File: src/rtl/ysyx_22050854_operand_stage_if.sv
// rtl/ysyx_22050854_operand_stage_if.sv - decode/forwarding/ALU-side bundle of the ID->EX operand stage
// master drives ops, forwarding state and out_ready; slave is the operand stage.
interface ysyx_22050854_operand_stage_if #(
  parameter int XLEN    = 64,
  parameter int PC_W    = 32,
  parameter int NUM_FWD = 3
);
  logic                    flush;
  logic                    in_valid;
  logic                    in_ready;
  logic [PC_W-1:0]         in_pc;
  logic [XLEN-1:0]         in_imm;
  logic [4:0]              in_rs1_idx;
  logic [4:0]              in_rs2_idx;
  logic [XLEN-1:0]         in_rs1_data;
  logic [XLEN-1:0]         in_rs2_data;
  logic [1:0]              in_src1_sel;
  logic [1:0]              in_src2_sel;
  logic                    in_rs2_use;
  logic [NUM_FWD-1:0]      fwd_valid;
  logic [NUM_FWD-1:0]      fwd_pending;
  logic [5*NUM_FWD-1:0]    fwd_rd;
  logic [XLEN*NUM_FWD-1:0] fwd_data;
  logic                    out_valid;
  logic                    out_ready;
  logic [XLEN-1:0]         out_src1;
  logic [XLEN-1:0]         out_src2;
  logic [XLEN-1:0]         out_rs2_data;

  modport master (
    output flush, in_valid, in_pc, in_imm, in_rs1_idx, in_rs2_idx, in_rs1_data, in_rs2_data,
           in_src1_sel, in_src2_sel, in_rs2_use, fwd_valid, fwd_pending, fwd_rd, fwd_data,
           out_ready,
    input  in_ready, out_valid, out_src1, out_src2, out_rs2_data
  );

  modport slave (
    input  flush, in_valid, in_pc, in_imm, in_rs1_idx, in_rs2_idx, in_rs1_data, in_rs2_data,
           in_src1_sel, in_src2_sel, in_rs2_use, fwd_valid, fwd_pending, fwd_rd, fwd_data,
           out_ready,
    output in_ready, out_valid, out_src1, out_src2, out_rs2_data
  );
endinterface

File: src/rtl/ysyx_22050854_operand_stage.sv
// rtl/ysyx_22050854_operand_stage.sv - ID->EX operand select, RAW forwarding/interlock, registered output
// YSYX_22050854_FWD_EN enables bypass from fwd_data; otherwise any live writer match interlocks.
module ysyx_22050854_operand_stage #(
  parameter int XLEN       = 64,
  parameter int PC_W       = 32,
  parameter int NUM_FWD    = 3,
  parameter int INST_BYTES = 4
) (
  input logic clk,
  input logic rst_n,
  ysyx_22050854_operand_stage_if.slave bus
);

  typedef struct packed {
    logic            hit;
    logic            pend;
    logic [XLEN-1:0] data;
  } fwd_hit_t;

  // Descending scan so the youngest (lowest index) matching stage is the last to assign.
  function automatic fwd_hit_t lookup(
    input logic [4:0]              r,
    input logic [NUM_FWD-1:0]      fv,
    input logic [NUM_FWD-1:0]      fp,
    input logic [5*NUM_FWD-1:0]    frd,
    input logic [XLEN*NUM_FWD-1:0] fd
  );
    fwd_hit_t res;
    res = '0;
    for (int i = NUM_FWD - 1; i >= 0; i--) begin
      if (fv[i] && frd[5*i +: 5] == r && r != 5'd0) begin
        res.hit  = 1'b1;
        res.pend = fp[i];
        res.data = fd[XLEN*i +: XLEN];
      end
    end
    return res;
  endfunction

  fwd_hit_t        m1, m2;
  logic            rs1_used, rs2_used;
  logic            hazard, load;
  logic [XLEN-1:0] rs1_val, rs2_val;
  logic [XLEN-1:0] src1_d, src2_d;
  logic            valid_q;
  logic [XLEN-1:0] src1_q, src2_q, rs2_q;

  assign m1 = lookup(bus.in_rs1_idx, bus.fwd_valid, bus.fwd_pending, bus.fwd_rd, bus.fwd_data);
  assign m2 = lookup(bus.in_rs2_idx, bus.fwd_valid, bus.fwd_pending, bus.fwd_rd, bus.fwd_data);

  assign rs1_used = (bus.in_src1_sel == 2'd0);
  assign rs2_used = bus.in_rs2_use;

`ifdef YSYX_22050854_FWD_EN
  assign rs1_val = m1.hit ? m1.data : bus.in_rs1_data;
  assign rs2_val = m2.hit ? m2.data : bus.in_rs2_data;
  assign hazard  = (rs1_used & m1.hit & m1.pend) | (rs2_used & m2.hit & m2.pend);
`else
  // Without bypass a live writer must drain out of every forwarding stage first.
  logic unused_fwd;
  assign unused_fwd = ^{m1.pend, m1.data, m2.pend, m2.data};
  assign rs1_val    = bus.in_rs1_data;
  assign rs2_val    = bus.in_rs2_data;
  assign hazard     = (rs1_used & m1.hit) | (rs2_used & m2.hit);
`endif

  always_comb begin
    src1_d = '0;
    case (bus.in_src1_sel)
      2'd0:    src1_d = rs1_val;
      2'd1:    src1_d = {{(XLEN-PC_W){1'b0}}, bus.in_pc};
      default: src1_d = '0;
    endcase
  end

  always_comb begin
    src2_d = '0;
    case (bus.in_src2_sel)
      2'd0:    src2_d = rs2_val;
      2'd1:    src2_d = bus.in_imm;
      2'd2:    src2_d = XLEN'(INST_BYTES);
      default: src2_d = '0;
    endcase
  end

  assign bus.in_ready = (~valid_q | bus.out_ready) & ~hazard & ~bus.flush;
  assign load         = bus.in_valid & bus.in_ready;

  // Flush only drops valid; data registers keep their last contents.
  always_ff @(posedge clk or negedge rst_n) begin
    if (!rst_n) begin
      valid_q <= 1'b0;
      src1_q  <= '0;
      src2_q  <= '0;
      rs2_q   <= '0;
    end else if (bus.flush) begin
      valid_q <= 1'b0;
    end else if (load) begin
      valid_q <= 1'b1;
      src1_q  <= src1_d;
      src2_q  <= src2_d;
      rs2_q   <= rs2_val;
    end else if (bus.out_ready) begin
      valid_q <= 1'b0;
    end
  end

  assign bus.out_valid    = valid_q;
  assign bus.out_src1     = src1_q;
  assign bus.out_src2     = src2_q;
  assign bus.out_rs2_data = rs2_q;

endmodule

File: src/flat_wrapper.sv
// flat-port wrapper written by rule: the top's interface ports become plain ports
module ysyx_22050854_operand_stage_flat 
#(
  parameter int XLEN       = 64,
  parameter int PC_W       = 32,
  parameter int NUM_FWD    = 3,
  parameter int INST_BYTES = 4
)
  (clk, rst_n, bus_flush, bus_in_valid, bus_in_pc, bus_in_imm, bus_in_rs1_idx, bus_in_rs2_idx, bus_in_rs1_data, bus_in_rs2_data, bus_in_src1_sel, bus_in_src2_sel, bus_in_rs2_use, bus_fwd_valid, bus_fwd_pending, bus_fwd_rd, bus_fwd_data, bus_out_ready, bus_in_ready, bus_out_valid, bus_out_src1, bus_out_src2, bus_out_rs2_data);
  ysyx_22050854_operand_stage_if #(.XLEN(XLEN), .PC_W(PC_W), .NUM_FWD(NUM_FWD)) bus_i ();
  input logic clk;
  input logic rst_n;
  input wire logic [$bits(bus_i.flush)-1:0] bus_flush;
  input wire logic [$bits(bus_i.in_valid)-1:0] bus_in_valid;
  input wire logic [$bits(bus_i.in_pc)-1:0] bus_in_pc;
  input wire logic [$bits(bus_i.in_imm)-1:0] bus_in_imm;
  input wire logic [$bits(bus_i.in_rs1_idx)-1:0] bus_in_rs1_idx;
  input wire logic [$bits(bus_i.in_rs2_idx)-1:0] bus_in_rs2_idx;
  input wire logic [$bits(bus_i.in_rs1_data)-1:0] bus_in_rs1_data;
  input wire logic [$bits(bus_i.in_rs2_data)-1:0] bus_in_rs2_data;
  input wire logic [$bits(bus_i.in_src1_sel)-1:0] bus_in_src1_sel;
  input wire logic [$bits(bus_i.in_src2_sel)-1:0] bus_in_src2_sel;
  input wire logic [$bits(bus_i.in_rs2_use)-1:0] bus_in_rs2_use;
  input wire logic [$bits(bus_i.fwd_valid)-1:0] bus_fwd_valid;
  input wire logic [$bits(bus_i.fwd_pending)-1:0] bus_fwd_pending;
  input wire logic [$bits(bus_i.fwd_rd)-1:0] bus_fwd_rd;
  input wire logic [$bits(bus_i.fwd_data)-1:0] bus_fwd_data;
  input wire logic [$bits(bus_i.out_ready)-1:0] bus_out_ready;
  output wire logic [$bits(bus_i.in_ready)-1:0] bus_in_ready;
  output wire logic [$bits(bus_i.out_valid)-1:0] bus_out_valid;
  output wire logic [$bits(bus_i.out_src1)-1:0] bus_out_src1;
  output wire logic [$bits(bus_i.out_src2)-1:0] bus_out_src2;
  output wire logic [$bits(bus_i.out_rs2_data)-1:0] bus_out_rs2_data;
  assign bus_i.flush = bus_flush;
  assign bus_i.in_valid = bus_in_valid;
  assign bus_i.in_pc = bus_in_pc;
  assign bus_i.in_imm = bus_in_imm;
  assign bus_i.in_rs1_idx = bus_in_rs1_idx;
  assign bus_i.in_rs2_idx = bus_in_rs2_idx;
  assign bus_i.in_rs1_data = bus_in_rs1_data;
  assign bus_i.in_rs2_data = bus_in_rs2_data;
  assign bus_i.in_src1_sel = bus_in_src1_sel;
  assign bus_i.in_src2_sel = bus_in_src2_sel;
  assign bus_i.in_rs2_use = bus_in_rs2_use;
  assign bus_i.fwd_valid = bus_fwd_valid;
  assign bus_i.fwd_pending = bus_fwd_pending;
  assign bus_i.fwd_rd = bus_fwd_rd;
  assign bus_i.fwd_data = bus_fwd_data;
  assign bus_i.out_ready = bus_out_ready;
  assign bus_in_ready = bus_i.in_ready;
  assign bus_out_valid = bus_i.out_valid;
  assign bus_out_src1 = bus_i.out_src1;
  assign bus_out_src2 = bus_i.out_src2;
  assign bus_out_rs2_data = bus_i.out_rs2_data;
  ysyx_22050854_operand_stage #(.XLEN(XLEN), .PC_W(PC_W), .NUM_FWD(NUM_FWD), .INST_BYTES(INST_BYTES)) u_core (.clk(clk), .rst_n(rst_n), .bus(bus_i));
endmodule
File: config.mk
export PLATFORM = sky130hd
export DESIGN_NAME = ysyx_22050854_operand_stage_flat
export DESIGN_NICKNAME = d
export VERILOG_FILES = /design/src/rtl/ysyx_22050854_operand_stage_if.sv /design/src/rtl/ysyx_22050854_operand_stage.sv /design/src/flat_wrapper.sv
export SDC_FILE = /design/constraint.sdc
export NUM_CORES = 1
export LEC_CHECK = 0
export CORE_AREA = 2 2 254 256
export CTS_CLUSTER_DIAMETER = 100
export DETAILED_ROUTE_END_ITERATION = 16
export DIE_AREA = 0 0 256 258
export GPL_ROUTABILITY_DRIVEN = 0
export GPL_TIMING_DRIVEN = 1
export PLACE_DENSITY = 0.49
export SYNTH_ARGS = -nofsm -noshare
export SYNTH_HDL_FRONTEND = slang
export SYNTH_SLANG_ARGS = --single-unit
File: constraint.sdc
create_clock -name clk -period 4.4 [get_ports clk]
set_input_delay 0.88 -clock clk [delete_from_list [all_inputs] [get_ports clk]]
set_output_delay 0.88 -clock clk [all_outputs]
set_load 0.01 [all_outputs]
==> flow_metrics.tcl, run 1 <==
set metrics [dict create \
    p_sw_share_pct 29.38 \
    core-area_mm2 0.06365 \
    synthTopCellsByArea "dfrtp_1 57%, mux2i_1 11%, o2bb2ai_1 8.8%" \
    synth.largest_area_cell "dfrtp_1" \
    final_hold_viol_count 0 \
    grt_pass1_wl_um 50510 \
    worstPathMaxFanout 4 \
    syn_inst 589 \
    p_comb_share_pct 29.2 \
    utilization_pct 23.15 \
    synth_seq_cells 193 \
    worst_slew_pin_slew_ns 0.8333 \
    power_density_mw_per_mm2 379.1 \
    met1_usage_pct 11.71 \
    synth-edff-count 0 \
    syn_nets 1046 \
    netlist_top_cells_count "193 x dfrtp_1, 95 x mux2i_1, 85 x o2bb2ai_1, 59 x mux2_2, 32 x a22o_1" \
    clk_pin_slew_ns 0.07 \
    met3_usage_pct 4.682 \
    ys_types 36 \
    gr-usage-met2_pct 16.42 \
    yosysWarnings 0 \
    wl_per_cell_um 17.72 \
    dr.pass1.iters 4 \
    cts_tree "built" \
    drv_slew 0 \
    finalSetupTns_ns 0 \
    end_kind "primary output" \
    worstPathArrival_ns 3.17 \
    cap_violations 0 \
    cts_root_buffer "clkbuf_16" \
    pwr-share-clk_pct 30.9 \
    vias 6966 \
    cts_buffers 17 \
    rsz0062_at_grt "no" \
    cts_resized 0 \
    rr_startpoint "u_core.bus.out_valid" \
    p_sw_mw 1.641 \
    synth_area_mm2 0.008466 \
    viasPerCell 3.643 \
    ys.flop_type "dfrtp_1" \
    ctsHoldBuffers 0 \
    fp.dieW_um 256 \
    drive_above_1_share_pct 12.70 \
    drtIter0Drc 188 \
    clock_latency_ns 0.47 \
    ant_nets 0 \
    synthArstFlopShare_pct 100.0 \
    initial_core_util_pct 13.30 \
    cts_sinks 193 \
    die_y_um 258 \
    io_buffers 455 \
    grt-busiest-layer "met2" \
    rows 93 \
    yosysSeqAreaShare_pct 57.05 \
    placed_area_mm2 0.01411 \
    crit_type "in2out" \
    synth_top_cell_area_share_pct 57.05 \
    startpoint "bus_in_rs2_idx[2]" \
    num_io_pins 651 \
    dieArea_mm2 0.06605 \
    yosysMostFrequentCell "dfrtp_1" \
    power_leakage_nw 5.966 \
    clockBufferDepth 2 \
    grt_use_total_pct 10.23 \
    min_period_ns 4.054 \
    period_share_pct 92.14 \
    n_fill_cell 6805 \
    grt_max_degree 90 \
    final_area_mm2 0.01473 \
    synthToLayoutAreaGrowth_pct 74.03 \
    nNetsFinal 1499 \
    dp_hpwl_um 25380 \
    grt.overflow.total 0 \
    drc 0 \
    antenna_found_initial 3 \
    htreeDepth 4 \
    syn_area_per_cell_um2 14.37 \
    pwr-share-seq_pct 39.9 \
    p_int_mw 3.945 \
    drt-total-wl_um 33890 \
    finClkSkew_ns 0.01537 \
    outcome "complete, no violations" \
    post_cts_buffers 0 \
    worst_hold_slack_ns 0.4397 \
    slew_headroom_pct 44.45 \
    setup_violations 0 \
    grt_pass1_vias 7658 \
    ir_drop_mv 0.2862 \
    cp.required_ns 3.52 \
    max_freq_mhz 246.7 \
    hold_class "in2async" \
    worstSetupStartpointType "input port" \
]
==> power groups by stage <==
stage | registers (mW) | logic, mW | clock network, mW
after floorplan | 2.38 | 0.443 | 0
after global placement | 2.25 | 1.65 | 0
after detailed placement | 2.26 | 1.66 | 0
after CTS | 2.23 | 1.66 | 1.85
after global routing | 2.27 | 1.74 | 1.91
final | 2.23 | 1.63 | 1.73
==> layout by cell type, fill, tap and decap left out, drive strengths merged, types with 4 or more instances in the layout <==
cell type / count
buf: 26
nor4: 6
dfrtp: 193
mux2: 65
inv: 8
mux2i: 95
nand3: 4
clkdlybuf4s50: 452
a22o: 32
clkbuf: 20
xnor2: 6
o2bb2ai: 95
xor2: 24
==> kinds of logic (layout without fill, tap and decap cells) <==
kind of cell    count (synthesis)  count (layout)  share of synthesized area [%]
flops                         193             193                          57.05
mux                           160             160                          19.88
compound gates                134             134                          14.72
buf+inv                        46             512                          3.133
xor+xnor                       30              30                          3.104
simple gates                   26              26                          2.114
other cells                     0               2                              0
==> layer usage <==
layer / vias up / share of wire, % / routed length, µm
met3: 37 / 9.9 / 3360
met1: 3424 / 41 / 13840
met4: 0 / 2.7 / 905
met5: - / 0 / 0
li1: 3133 / - / -
met2: 372 / 47 / 15780
==> layout make-up <==
type	count	area, µm²	area share [%]
diodes	2	5.005	0.03397
flip-flops and latches	193	4830	32.78
clock inverters	13	162.7	1.104
inverters	1	3.754	0.02548
multi-input cells	350	3378	22.93
well taps	855	1070	7.261
repair buffers	479	4831	32.79
clock buffers	19	452.9	3.074
==> final timing paths <==
check / end / slack (ns) / cells after the start
hold / removal: u_core.bus.out_rs2_data[55] / 0.44 / 1
setup reg to reg: u_core.bus.out_src1[60] / 1.96 / 7
max in group asynchronous: u_core.bus.out_rs2_data[5] / 3.02 / 2
hold reg to reg: u_core.bus.out_src2[36] / 0.49 / 1
min in group clk: u_core.bus.out_src2[36] / 0.49 / 1
setup / recovery: bus_in_ready / 0.35 / 7
==> metrics by stage <==
step / total power [mW] / setup slack [ns] / instances
final: 5.586 / 0.3460 / 1912
after global routing: 5.918 / 0.2196 / 1911
after CTS: 5.740 / 0.3425 / 1910
after detailed placement: 3.914 / 0.3458 / 1878
after global placement: 3.906 / 0.3341 / 1878
after floorplan: 2.826 / 1.596 / 589
==> state kept, by name, indices dropped and copies added (netlist names) <==
| signal | flops |
|---|---|
| u_core.bus.out_src1 | 64 |
| u_core.bus.out_rs2_data | 64 |
| u_core.bus.out_valid | 1 |
| u_core.bus.out_src2 | 64 |
==> critical path, cell delays in order <==
cell,delay (ns)
clkdlybuf4s50_1,0.56
xor2_1,0.21
nor4_1,0.32
nand3_1,0.21
a41o_2,0.36
and2_1,0.15
clkdlybuf4s50_1,0.49
Power figures use the tool's default switching activity.
==> run 2: changes to the inputs <==
- CORE_AREA: 2 2 254 256 -> 5 5 249 251
- DIE_AREA: 0 0 256 258 -> 0 0 254 256
- GPL_TIMING_DRIVEN: 1 -> 0
- PLACE_DENSITY: 0.49 -> 0.38
==> flow_metrics.tcl, run 2 (same netlist as run 1, synthesis figures left out) <==
set metrics [dict create \
    hold_class "in2async" \
    ir_drop_mv 0.2956 \
    ant_nets 0 \
    multi_input_area_mm2 0.003371 \
    end_kind "primary output" \
    p_int_mw 3.947 \
    worst_slew_pin_slew_ns 1.033 \
    most-common-layout-cells "452 x clkdlybuf4s50_1, 193 x dfrtp_1, 95 x mux2i_1" \
    final_area_mm2 0.01463 \
    drv_slew 0 \
    drc 0 \
    antenna_found_initial 7 \
    cts_resized 0 \
    n_fill_cell 6377 \
    outcome "complete, no violations" \
    fin_cells 1860 \
    crit_slowest_cell "clkdlybuf4s50_1" \
    path_cells "clkdlybuf4s50_1 -> xor2_1 -> nor4_1 -> nand3_1 -> a41o_2 -> and2_1 -> clkdlybuf4s50_1" \
    p_sw_share_pct 29.57 \
    p_total_mw 5.604 \
    p_comb_share_pct 30.0 \
    power_leakage_nw 5.945 \
    htreeDepth 4 \
    worst_hold_slack_ns 0.4602 \
    finClkSkew_ns 0.01196 \
    period_share_pct 91.53 \
    dr.pass1.iters 4 \
    dp_hpwl_um 32040 \
    rr_startpoint "u_core.bus.out_valid" \
    drive_above_1_share_pct 12.65 \
    clockBufferDepth 2 \
    worstPathBufferInverterCount 2 \
    endpoint "bus_in_ready" \
    vias 6974 \
    cts_sinks 193 \
    cts_root_buffer "clkbuf_16" \
    cp.required_ns 3.52 \
    grt_use_total_pct 12.42 \
    rsz0062_at_grt "no" \
    grt_max_degree 103 \
    ctsHoldBuffers 0 \
    area.sequential_mm2 0.004830 \
    pwr-share-seq_pct 39.7 \
    min_period_ns 4.027 \
    post_cts_buffers 0 \
    fp.dieW_um 254 \
    r2r_slack_ns 1.64 \
    r2r-end "u_core.bus.out_src2[59]" \
    num_io_pins 651 \
    fin_ws_ns 0.3726 \
    timing.critical_path.max_delay_family "buffers and inverters" \
    io_buffers 453 \
    worstPathArrival_ns 3.15 \
    post-place-ws_ns 0.2067 \
    grt_pass1_wl_um 58340 \
    nNetsFinal 1519 \
    cts_tree "built" \
    grt.overflow.total 0 \
    clock_latency_ns 0.48 \
    worstSetupStartpointType "input port" \
    worst-r2r-cell-count 7 \
    viasPerCell 3.749 \
    worstPathMaxFanout 4 \
    crit_type "in2out" \
    drt-total-wl_um 41240 \
    placed_area_mm2 0.01401 \
    cp_common_cell "clkdlybuf4s50_1" \
    clk_pin_slew_ns 0.08 \
    rows 90 \
    cts_buffers 17 \
    initial_core_util_pct 14.18 \
    power_density_mw_per_mm2 383.1 \
    die_y_um 256 \
    max_freq_mhz 248.3 \
    core-area_mm2 0.05968 \
    final_hold_viol_count 0 \
    synthToLayoutAreaGrowth_pct 72.80 \
    setup_violations 0 \
    max_stage_delay_ns 0.56 \
    cp_num_cells 7 \
    drtIter0Drc 223 \
    dp_cells 1825 \
    p_sw_mw 1.657 \
    slew_headroom_pct 30.90 \
    pwr-share-clk_pct 30.3 \
    startpoint "bus_in_rs2_idx[2]" \
    grt_pass1_vias 7904 \
    wl_per_cell_um 22.17 \
    cap_violations 0 \
    layout_commonest_cell "clkdlybuf4s50_1" \
    dieArea_mm2 0.06502 \
]
-- run 2: changes by cell type in the layout (fill, tap and decap cells not counted), moves of 2 or more --
cell | previous run | this run
buf_4 | 17 | 3
clkbuf_1 | 0 | 18
clkinvlp_4 | 1 | 3
buf_6 | 0 | 8
clkinv_2 | 2 | 0
buf_12 | 8 | 0
buf_2 | 1 | 17
-- run 2: per-layer routing --
| metal | routed length [µm] | vias to the layer above | GRT usage (%) |
|---|---|---|---|
| li1 | - | 3187 | - |
| met4 | 699 | 12 | 3.386 |
| met5 | 81 | - | 0 |
| met1 | 17660 | 3417 | 15.44 |
| met2 | 17990 | 313 | 18.77 |
| met3 | 4806 | 45 | 6.676 |
-- run 2: through the flow --
step	setup TNS [ns]	util [%]
2_1_floorplan	0	-
3_3_place_gp	-1351.44	23.42
3_5_place_dp	0	23.48
4_1_cts	0	24.50
5_1_grt	0	24.50
6_report	0	24.51
-- run 2: layout make-up --
cell class | count | share of cell area (%)
inverters | 1 | 0.02566
diodes | 3 | 0.05132
plain buffers | 45 | 1.788
multi-input cells | 350 | 23.04
repair buffers | 454 | 31.22
well taps | 782 | 6.688
clock buffers | 21 | 3.216
clock inverters | 11 | 0.9579
flip-flops and latches | 193 | 33.01
-- run 2: how the worst min path moves through the flow --
| stage | startpoint | to | slack, ns |
|---|---|---|---|
| 6_report | rst_n | u_core.bus.out_rs2_data[49] | 0.46 |
| 5_1_grt | rst_n | u_core.bus.out_rs2_data[49] | 0.50 |
| 4_1_cts | rst_n | u_core.bus.out_rs2_data[49] | 0.47 |
| 3_5_place_dp | u_core.bus.out_src2[18] | u_core.bus.out_src2[18] | 0.47 |
| 3_3_place_gp | u_core.bus.out_src2[9] | u_core.bus.out_src2[9] | 0.47 |
| 2_1_floorplan | u_core.bus.out_src1[0] | u_core.bus.out_src1[0] | 0.52 |
-- run 2: worst reg2reg max path, stage by stage, from the launching register on --
cell	delay (ns)
dfrtp_1	0.35
nand2b_1	0.08
and2b_1	0.20
and2_2	0.19
a41o_2	0.26
nand4_1	0.71
clkbuf_1	0.67
o2bb2ai_1	0.16
-- run 2: power groups by stage --
stage          clock, mW  sequential (mW)  combinational (mW)
2_1_floorplan          0             2.38               0.443
3_3_place_gp           0             2.26                1.73
3_5_place_dp           0             2.25                1.72
4_1_cts             1.79             2.23                1.73
5_1_grt             1.84             2.26                1.81
6_report            1.70             2.22                1.68
==> run 3: changes to the inputs <==
- TNS_END_PERCENT: not set -> 50
==> results of run 3 <==
Same layout as run 2: the final DEF is identical, and so are final timing and power.
